===== src/rtl/tick_gen_pkg.sv =====
// Shared types and default widths for the tick generator.
package tick_gen_pkg;

    localparam int unsigned DEF_DIV_W = 8;
    localparam int unsigned DEF_CNT_W = 16;

    typedef enum logic [1:0] {
        StIdle = 2'd0,
        StRun  = 2'd1,
        StDone = 2'd2
    } tick_state_e;

endpackage


===== src/rtl/tick_prescaler.sv =====
// Free-running prescaler with wrap strobe; held at zero while disabled.
module tick_prescaler
    import tick_gen_pkg::*;
#(
    parameter int unsigned DIV_W = DEF_DIV_W
) (
    input  logic             clk,
    input  logic             rst,
    input  logic             en,
    input  logic [DIV_W-1:0] div_lat,
    output logic             wrap
);

    logic [DIV_W-1:0] cnt;

    // div_lat is never zero, so div_lat-1 cannot underflow.
    always_comb wrap = en && (cnt == div_lat - DIV_W'(1));

    always_ff @(posedge clk) begin
        if (rst || !en) begin
            cnt <= '0;
        end else if (wrap) begin
            cnt <= '0;
        end else begin
            cnt <= cnt + DIV_W'(1);
        end
    end

endmodule


===== src/rtl/tick_gen.sv =====
// Tick generator: IDLE/RUN/DONE control around a programmable prescaler.
// Optional TICK_GEN_STATUS_EN adds a saturating tick_cnt status output.
module tick_gen
    import tick_gen_pkg::*;
#(
    parameter int unsigned DIV_W = DEF_DIV_W,
    parameter int unsigned CNT_W = DEF_CNT_W
) (
    input  logic             clk,
    input  logic             rst,
    input  logic             start,
    input  logic             stop,
    input  logic             oneshot,
    input  logic [DIV_W-1:0] div,
`ifdef TICK_GEN_STATUS_EN
    output logic [CNT_W-1:0] tick_cnt,
`endif
    output logic             tick,
    output logic             busy,
    output logic             done
);

    if (DIV_W == 0 || CNT_W == 0) begin : g_bad_width
        $error("tick_gen: DIV_W and CNT_W must be non-zero");
    end

    tick_state_e      state;
    logic [DIV_W-1:0] div_lat;
    logic             oneshot_lat;
    logic             wrap;
    logic             accept;

    assign accept = (state == StIdle) && start && !stop;

    tick_prescaler #(
        .DIV_W (DIV_W)
    ) u_prescaler (
        .clk     (clk),
        .rst     (rst),
        .en      (state == StRun),
        .div_lat (div_lat),
        .wrap    (wrap)
    );

    always_ff @(posedge clk) begin
        if (rst) begin
            state       <= StIdle;
            div_lat     <= DIV_W'(1);
            oneshot_lat <= 1'b0;
            tick        <= 1'b0;
            busy        <= 1'b0;
            done        <= 1'b0;
        end else begin
            tick <= 1'b0;
            done <= 1'b0;
            case (state)
                StIdle: begin
                    if (accept) begin
                        state       <= StRun;
                        busy        <= 1'b1;
                        div_lat     <= (div == '0) ? DIV_W'(1) : div;
                        oneshot_lat <= oneshot;
                    end
                end
                StRun: begin
                    // stop takes priority over a tick due on the same edge
                    if (stop) begin
                        state <= StIdle;
                        busy  <= 1'b0;
                    end else if (wrap) begin
                        tick <= 1'b1;
                        if (oneshot_lat) begin
                            state <= StDone;
                            busy  <= 1'b0;
                            done  <= 1'b1;
                        end
                    end
                end
                StDone: begin
                    state <= StIdle;
                end
                default: begin
                    state <= StIdle;
                    busy  <= 1'b0;
                end
            endcase
        end
    end

`ifdef TICK_GEN_STATUS_EN
    always_ff @(posedge clk) begin
        if (rst || accept) begin
            tick_cnt <= '0;
        end else if (state == StRun && !stop && wrap && tick_cnt != '1) begin
            tick_cnt <= tick_cnt + CNT_W'(1);
        end
    end
`endif

endmodule


===== config.mk =====
export PLATFORM = sky130hd
export DESIGN_NAME = tick_gen
export DESIGN_NICKNAME = d
export VERILOG_FILES = /design/src/rtl/tick_gen_pkg.sv /design/src/rtl/tick_prescaler.sv /design/src/rtl/tick_gen.sv
export SDC_FILE = /design/constraint.sdc
export NUM_CORES = 1
export LEC_CHECK = 0
export CAP_MARGIN = 20
export CORE_MARGIN = 3
export CORE_UTILIZATION = 52
export DETAILED_ROUTE_END_ITERATION = 12
export PLACE_DENSITY = 0.77
export SLEW_MARGIN = 30
export SYNTH_ARGS = -nofsm -noshare
export SYNTH_HDL_FRONTEND = slang
export SYNTH_SLANG_ARGS = --single-unit

===== constraint.sdc =====
create_clock -name clk -period 2.3 [get_ports clk]
set_clock_uncertainty 0.1 [all_clocks]
set_input_delay 0.46 -clock clk [delete_from_list [all_inputs] [get_ports clk]]
set_output_delay 0.46 -clock clk [all_outputs]
set_load 0.01 [all_outputs]

==> results of run 1 <==
==> registers in the layout, summed over array words and instances (netlist names) <==
signal and cells:
busy 1, div_lat 8, done 1, oneshot_lat 1, state 2, tick 1, u_prescaler.cnt 8
==> through the flow <==
stage / cell area (um2) / utilization [%] / std cells / worst slack, ns
CTS: 1340 / 67.4 / 179 / 0.0668
floorplan: 1100 / - / 133 / 0.197
detailed placement: 1300 / 65.6 / 175 / 0.0887
global route: 1350 / 67.9 / 179 / -0.0112
finish: 1350 / 67.9 / 179 / 0.0680
global placement: 1300 / 65.6 / 175 / 0.168
==> area by class of cell <==
| type | instances | area (um2) | share of cell area, % |
|---|---|---|---|
| Clock buffer | 4 | 36.3 | 2.70 |
| Timing Repair Buffer | 21 | 199 | 14.8 |
| Multi-Input combinational cell | 100 | 618 | 45.9 |
| Tap cell | 27 | 33.8 | 2.51 |
| Sequential cell | 22 | 440 | 32.7 |
| Inverter | 5 | 18.8 | 1.39 |
==> report_power, final <==
part,switching (uW),internal (uW)
Sequential,16.9,395
Combinational,69.6,73.8
Clock,112,96.6
Total,199,565
==> cell usage in the layout (no fill, tap or decap), types with 2 or more instances in the layout <==
master,synthesis,final
a21oi_1,12,12
a22oi_1,2,2
and3_1,4,4
buf_4,0,5
clkbuf_4,0,3
clkdlybuf4s50_1,0,15
dfxtp_1,22,22
ha_1,2,2
inv_1,5,5
nand2_1,21,21
nand2b_1,2,2
nand3_1,3,3
nor2_1,8,8
nor3_1,10,10
nor3b_1,2,2
nor4_1,3,2
nor4_2,1,2
o21ai_0,3,2
xnor2_1,8,8
xor2_1,6,6
==> worst max path at each step <==
| stage | to | cells after the start |
|---|---|---|
| floorplan | state[0]$_SDFFE_PP0P_ | 8 |
| global placement | state[1]$_SDFFE_PP0P_ | 8 |
| detailed placement | state[0]$_SDFFE_PP0P_ | 8 |
| CTS | state[0]$_SDFFE_PP0P_ | 8 |
| global route | u_prescaler.cnt[6]$_SDFF_PP0_ | 8 |
| finish | u_prescaler.cnt[7]$_SDFF_PP0_ | 8 |
==> tightest hold or removal path, stage by stage, from the launching register on <==
cell,delay [ns]
dfxtp_1,0.35
nand2_1,0.06
a21oi_1,0.05
==> kinds of logic (layout without fill, tap and decap cells) <==
group,count (synthesis),in the layout,share of synthesized area (%)
xor+xnor,14,14,11.1
simple gates,59,59,27.5
fa+ha+maj,2,2,2.27
flops,22,22,40.0
buf+inv,11,30,4.54
compound gates,25,25,14.6
==> metal layers <==
metal	GRT usage [%]	routed length, um	vias to the layer above
li1	-	-	498
met1	23.9	1060	469
met2	35.4	1230	16
met3	4.58	58	6
met4	6.99	38	0
met5	0	0	-
==> impl_summary.md, run 1 <==
Clock network
For this design, the sink count on the clock tree is 22. Counting the buffers created by CTS gives 3. TritonCTS built the clock tree. The CTS clock-pin slew for the worst setup and hold paths is 0.12 ns. After clock tree synthesis, the setup repair step added 0 buffers. The root cell of the clock tree is clkbuf_4. The post-cts repair resize count is 0. The clock passes through at most 2 buffers.

The clock reaches the later pin of the worst-skew pair after ~0.30 ns. The quantity of hold-fixing buffers added after cts is 0. CTS built an H-tree with a depth of 1.

Critical path
The capture point of the worst reg-to-reg path is u_prescaler.cnt[7]$_SDFF_PP0_. The critical path starts at div_lat[1]$_SDFFE_PP0P_. The worst setup path is captured at a flip-flop.

The delay of the slowest cell on the worst path is 0.50 ns. The startpoint type of the worst setup path is a flip-flop. The critical path goes through inv_1 -> ha_1 -> or3b_2 -> o31a_1 -> o2111ai_1 -> a211oi_2 -> buf_6 -> nor3_1. The worst endpoint data arrival time is between 2 and 2.5 ns. The setup slack on the worst flop-to-flop path is 0.07 ns. In this run the worst path has a maximum fanout of 13. The family of cells with the greatest summed delay on the critical path is simple AND/OR/NAND/NOR gates. The launch instance of the worst register-to-register path is div_lat[1]$_SDFFE_PP0P_. The required time of the worst setup path is around 2.4 ns. The sum of buffers and inverters on the critical path is 2.

The critical path is of the reg -> reg type. Counting cells, the worst reg-to-reg path comes to 8. The critical path's slowest cell is or3b_2.

Timing
For the pin with the worst max-slew slack, the measured transition is 0.360 ns. Hold timing on the final database bottoms out at a slack of 0.391 ns. Adding up every negative setup slack in the final design gives 0 ns. The ratio of final minimum period to clock period is 97.0%.

The tightest slew margin relative to the limit is 75.9%. The achievable frequency is 0.448 GHz. The number of setup violations in the final report is 0. The number of hold violations in the final report came to 0. The post-layout minimum cycle time is 2.23 ns. The count of pins over their slew limit was 0.

Route
The routed wire length per instance is 13.3 um. The post-detailed-routing wire length is 2.38 mm. After the first detailed-routing iteration, the DRC count stood at 13. In this run the remaining antenna-violating nets after routing total 0. The detail-routed via count per cell is approximately 5.5. The routed layout has 989 vias.

For this run, design rule violations remaining after detail routing come to 0. The first-pass iteration count of the detailed router is 4.

Flow run
Max-cap violations in this run came to 0.

Logic synthesis
During synthesis, Yosys emitted a total of 0 warnings. The number of synthesized flops with an enable pin is 0. The synthesized design devotes to its leading area cell type between 30% and 40% of total area.

For this run, asynchronously set or reset flops after synthesis account for 0%. After technology mapping, the gate count stands at 133. The number of distinct library cells after synthesis is 33. The biggest area contributor in the post-synthesis netlist is dfxtp_1. The mapped netlist covers 1100 um2.

Yosys attributes the largest share of cell area to dfxtp_1 (40%), nand2_1 (7.2%), xnor2_1 (6.4%). Among all cell types in the netlist, the one instantiated most often is dfxtp_1. When the netlist entered floorplanning its net count stood at around 150. The main flop type after synthesis is dfxtp_1. Counting flops and latches in the post-synthesis netlist gives 22. The commonest cells after synthesis are dfxtp_1 (22), nand2_1 (21), a21oi_1 (12), nor3_1 (10).

A synthesized cell averages slightly above 8 um2. The portion of the post-synthesis area used by sequential elements is 40.0%.

Placed design
The number of port buffers is 15. The congestion estimate from routability-driven global placement came to roughly 0.8. Once detailed placement completed, the half-perimeter wirelength came to 1.76 mm.

Power
The largest voltage drop on the vdd net is 0.487 mV. The post-route total power is 764 uW. The total leakage power is 0.000476 uW. The power density of the placed cells is 567 nW/um2.

Floorplan
In this run the vertical extent of the chip is 52.0 um. The die is 52.0 um wide. After floorplanning, the core was sized to cover about 2000 um2. The initial core utilization is 55.6%. The area of the die is 2710 um2. The floorplan has 16 rows. Pin placement for this block handled 16 I/O pins.

Worst hold path
The cell count of the worst hold path is 2. The class of the worst hold path is reg -> reg. The startpoint identified for the worst hold timing path is div_lat[7]$_SDFFE_PP0P_.

The path with the worst hold slack has its endpoint at div_lat[7]$_SDFFE_PP0P_.

Global routing
The initial antenna violation count is 0. Across every metal layer, demand over resource in global routing totals 20.2%. The number of global-route vias before repair is between 900 and 1000.

The wire length of the first global-routing pass is 4.15 mm. After global routing the overflow that remains totals 0. The largest net degree at the start of global routing is 14.

Outcome
The run finished with clean final reports.

Final layout
Cells with a size suffix above 1 make up 11.2% of the layout. After filler insertion, the fill cell instance count of the layout stands at 155. The area overhead of the layout relative to synthesis is 22.1%. 0 antenna diodes ended up in the layout. The final layout net count is 168.
Power figures use the tool's default switching activity.
==> run 2, diff against run 1 <==
CELL_PAD_IN_SITES_DETAIL_PLACEMENT = 0   (was default)
CELL_PAD_IN_SITES_GLOBAL_PLACEMENT = 2   (was default)
CORE_MARGIN = 2   (was 3)
CORE_UTILIZATION = 31   (was 52)
CTS_CLUSTER_DIAMETER = 80   (was default)
PLACE_DENSITY = default   (was 0.77)
PLACE_DENSITY_LB_ADDON = 0.1   (was default)
==> run 2 against run 1 <==
  * Utilization fell by 27 points
  * Final area rose by 3.3%
  * Worst setup slack improved by 0.12 ns
  * Critical path type unchanged
  * Critical endpoint is now u_prescaler.cnt[1]$_SDFF_PP0_
==> impl_summary.md, run 2 (same netlist as run 1, synthesis figures left out) <==
Placed design
The number of port buffers is 15 (unchanged). The placer congestion estimate is 0.673 (was 0.812). The placed standard-cell area came to 1340 um2 (was 1300 um2). The total half-perimeter wirelength after legalization and detailed placement is 1.77 mm (was 1.76 mm).

Critical path
The capture point of the worst reg-to-reg path is u_prescaler.cnt[1]$_SDFF_PP0_ (was u_prescaler.cnt[7]$_SDFF_PP0_). The delay of the slowest cell on the worst path is 0.48 ns (was 0.50 ns). The startpoint type of the worst setup path is a flip-flop (unchanged). The capturing element of the worst setup path is u_prescaler.cnt[1]$_SDFF_PP0_ (was u_prescaler.cnt[7]$_SDFF_PP0_). The number of cells on the worst reg-to-reg path is 8 (unchanged). The required time of the worst setup path is 2.44 ns (was 2.42 ns). The worst endpoint data arrival time is 2.26 ns (was 2.36 ns). The capturing element type of the critical path is a flip-flop (unchanged). The worst-path maximum fanout came to 13 (unchanged). The critical path's slowest cell is or3b_2 (unchanged). The launch instance of the worst register-to-register path was div_lat[0]$_SDFFE_PP1P_ (was div_lat[1]$_SDFFE_PP0P_). The kind of critical path is reg -> reg (unchanged). The startpoint of the worst setup timing path is div_lat[0]$_SDFFE_PP1P_ (was div_lat[1]$_SDFFE_PP0P_).

CP Cell Sequence: inv_1 -> ha_1 -> or3b_2 -> o31a_1 -> o2111ai_1 -> a211oi_2 -> buf_4 -> nor3b_1 (was inv_1 -> ha_1 -> or3b_2 -> o31a_1 -> o2111ai_1 -> a211oi_2 -> buf_6 -> nor3_1). The setup slack on the worst flop-to-flop path was 0.19 ns (was 0.07 ns).

Global routing
The largest net degree at the start of global routing came to 14 (unchanged). The met1 usage in global routing is 15.2% (was 23.9%). The overall fraction of global-route tracks in use is 12.9% (was 20.2%). The wire length of the first global-routing pass is 4.17 mm (was 4.15 mm).

The final global-route overflow total is 0 (unchanged). The met2 layer usage reported by global route came to 22.8% (was 35.4%). The number of global-route vias before repair is 929 (was 997). The initial antenna violation count is 0 (unchanged).

The layer carrying the most global-route usage is met2 (unchanged). The fraction of met3 tracks used by global routing came to 4.11% (was 4.58%).

Floorplan
The initial core utilization is 32.8% (was 55.6%). The floorplan die width is 63.6 um (was 52.0 um). The area of the die came to 4050 um2 (was 2710 um2). The number of primary I/O pins was 16 (unchanged). The vertical die dimension is 63.6 um (was 52.0 um). The count of standard-cell rows came to 21 (was 16). The area of the core region is 3360 um2 (was 1980 um2).

Flow run
The max capacitance violation total came to 0 (unchanged).

Timing
The tightest slew margin relative to the limit is 72.0% (was 75.9%). The measured slew at the worst slew-check pin is 0.416 ns (was 0.360 ns). The ratio of final minimum period to clock period came to 91.8% (was 97.0%). Setup repair after global routing left no endpoint under its margin. The achievable frequency was 0.473 GHz (was 0.448 GHz). The number of setup violations in the final report is 0 (unchanged).

The count of pins over their slew limit is 0 (unchanged). The setup total negative slack came to 0 ns (unchanged). The post-layout minimum cycle time came to 2.11 ns (was 2.23 ns). The number of hold violations in the final report is 0 (unchanged).

Final layout
The final standard cell area without fillers is 1390 um2 (was 1350 um2). Top library cells by usage in the layout, fill and taps aside: dfxtp_1 (22), nand2_1 (21), clkdlybuf4s50_1 (15) (unchanged). The area overhead of the layout relative to synthesis was 26.2% (was 22.1%). The share of final-layout standard cells stronger than drive strength 1 is 11.7% (was 11.2%). Biggest regs: div_lat (8), u_prescaler.cnt (8), state (2) (unchanged). The most common library cell in the layout ignoring fill and taps is dfxtp_1 (unchanged). The final layout net count is 170 (was 168).

The final core utilization is 41.4% (was 67.9%). The number of antenna diodes is 0 (unchanged).

Clock network
The clock latency of the later-clocked register in the worst-skew pair came to 0.31 ns (was 0.30 ns). The post-cts repair resize count is 0 (unchanged). The quantity of hold-fixing buffers added after cts is 0 (unchanged). The root cell of the clock tree is clkbuf_4 (unchanged). The number of setup buffers added after CTS is 0 (unchanged). The maximum level of the CTS H-tree was 1 (unchanged). The CTS clock-pin slew for the worst setup and hold paths came to 0.13 ns (was 0.12 ns). The clock tree buffer depth came to 2 (unchanged).

The clock sink count is 22 (unchanged). The number of buffers added by the clock tree synthesis step was 3 (unchanged). The CTS tree is yes (unchanged).

Route
The post-detailed-routing wire length was 2.26 mm (was 2.38 mm). The vias after detailed routing came to 955 (was 989). The routed wire length per instance came to 11.3 um (was 13.3 um). The DRC violations left is 0 (unchanged). The number of antenna-violating nets in the routed design is 0 (unchanged). The first-pass iteration count of the detailed router is 4 (unchanged). The detail-routed via count per cell was 4.78 (was 5.53).

The count of routing violations after the opening detailed-route iteration is 23 (was 13).

Power
The largest voltage drop on the vdd net is 0.333 mV (was 0.487 mV). The total leakage power was 0.000491 uW (was 0.000476 uW). The power density of the placed cells came to 610 nW/um2 (was 567 nW/um2).

Worst hold path
The class of the worst hold path is reg -> reg (unchanged). The cell count of the worst hold path is 2 (unchanged).

Outcome
Status: complete, no violations (unchanged).
[run 2: worst max-delay path, delay by kind of cell (launching register included)]
family / cells / cell delay [ns]
AOI/OAI and AO/OA: 3 / 0.56
adders and majority gates: 1 / 0.15
buffers and inverters: 2 / 0.24
and+or+nand+nor: 2 / 0.67
DFF: 1 / 0.33
[run 2: how the worst min path moves through the flow]
| stage | from | to | slack [ns] |
|---|---|---|---|
| floorplan | div_lat[7]$_SDFFE_PP0P_ | div_lat[7]$_SDFFE_PP0P_ | 0.35 |
| global placement | div_lat[7]$_SDFFE_PP0P_ | div_lat[7]$_SDFFE_PP0P_ | 0.38 |
| detailed placement | div_lat[7]$_SDFFE_PP0P_ | div_lat[7]$_SDFFE_PP0P_ | 0.39 |
| CTS | div_lat[7]$_SDFFE_PP0P_ | div_lat[7]$_SDFFE_PP0P_ | 0.41 |
| global route | div_lat[7]$_SDFFE_PP0P_ | div_lat[7]$_SDFFE_PP0P_ | 0.43 |
| finish | div_lat[7]$_SDFFE_PP0P_ | div_lat[7]$_SDFFE_PP0P_ | 0.40 |
[run 2: final cells by class]
cell class                      instances  area (um2)
Clock inverter                          1        30.0
Multi-Input combinational cell        100         612
Inverter                                5        18.8
Timing Repair Buffer                   23         210
Tap cell                               46        57.6
Clock buffer                            3        22.5
Sequential cell                        22         440
Fill cell                             383        1970
[run 2: per-layer routing]
layer / routed length (um) / share of wire, % / up-vias
met5: 0 / 0 / -
met3: 88 / 3.9 / 2
met2: 1120 / 49 / 11
met4: 18 / 0.80 / 0
li1: - / - / 507
met1: 1040 / 46 / 435
[run 2: report_power, final]
part / internal [uW] / leakage, uW / switching [uW]
registers: 395 / 0.000179 / 15.5
logic: 73.0 / 0.000284 / 67.5
clock network: 176 / 0.0000279 / 122
[run 2: metrics by stage]
step | hold WS, ns | power (uW) | instances | worst slack [ns]
after floorplan | 0.348 | 505 | 133 | 0.197
after global placement | 0.379 | 560 | 196 | 0.183
after detailed placement | 0.387 | 562 | 196 | 0.147
after CTS | 0.405 | 866 | 200 | 0.162
after global routing | 0.428 | 898 | 200 | 0.0175
final | 0.397 | 849 | 200 | 0.188
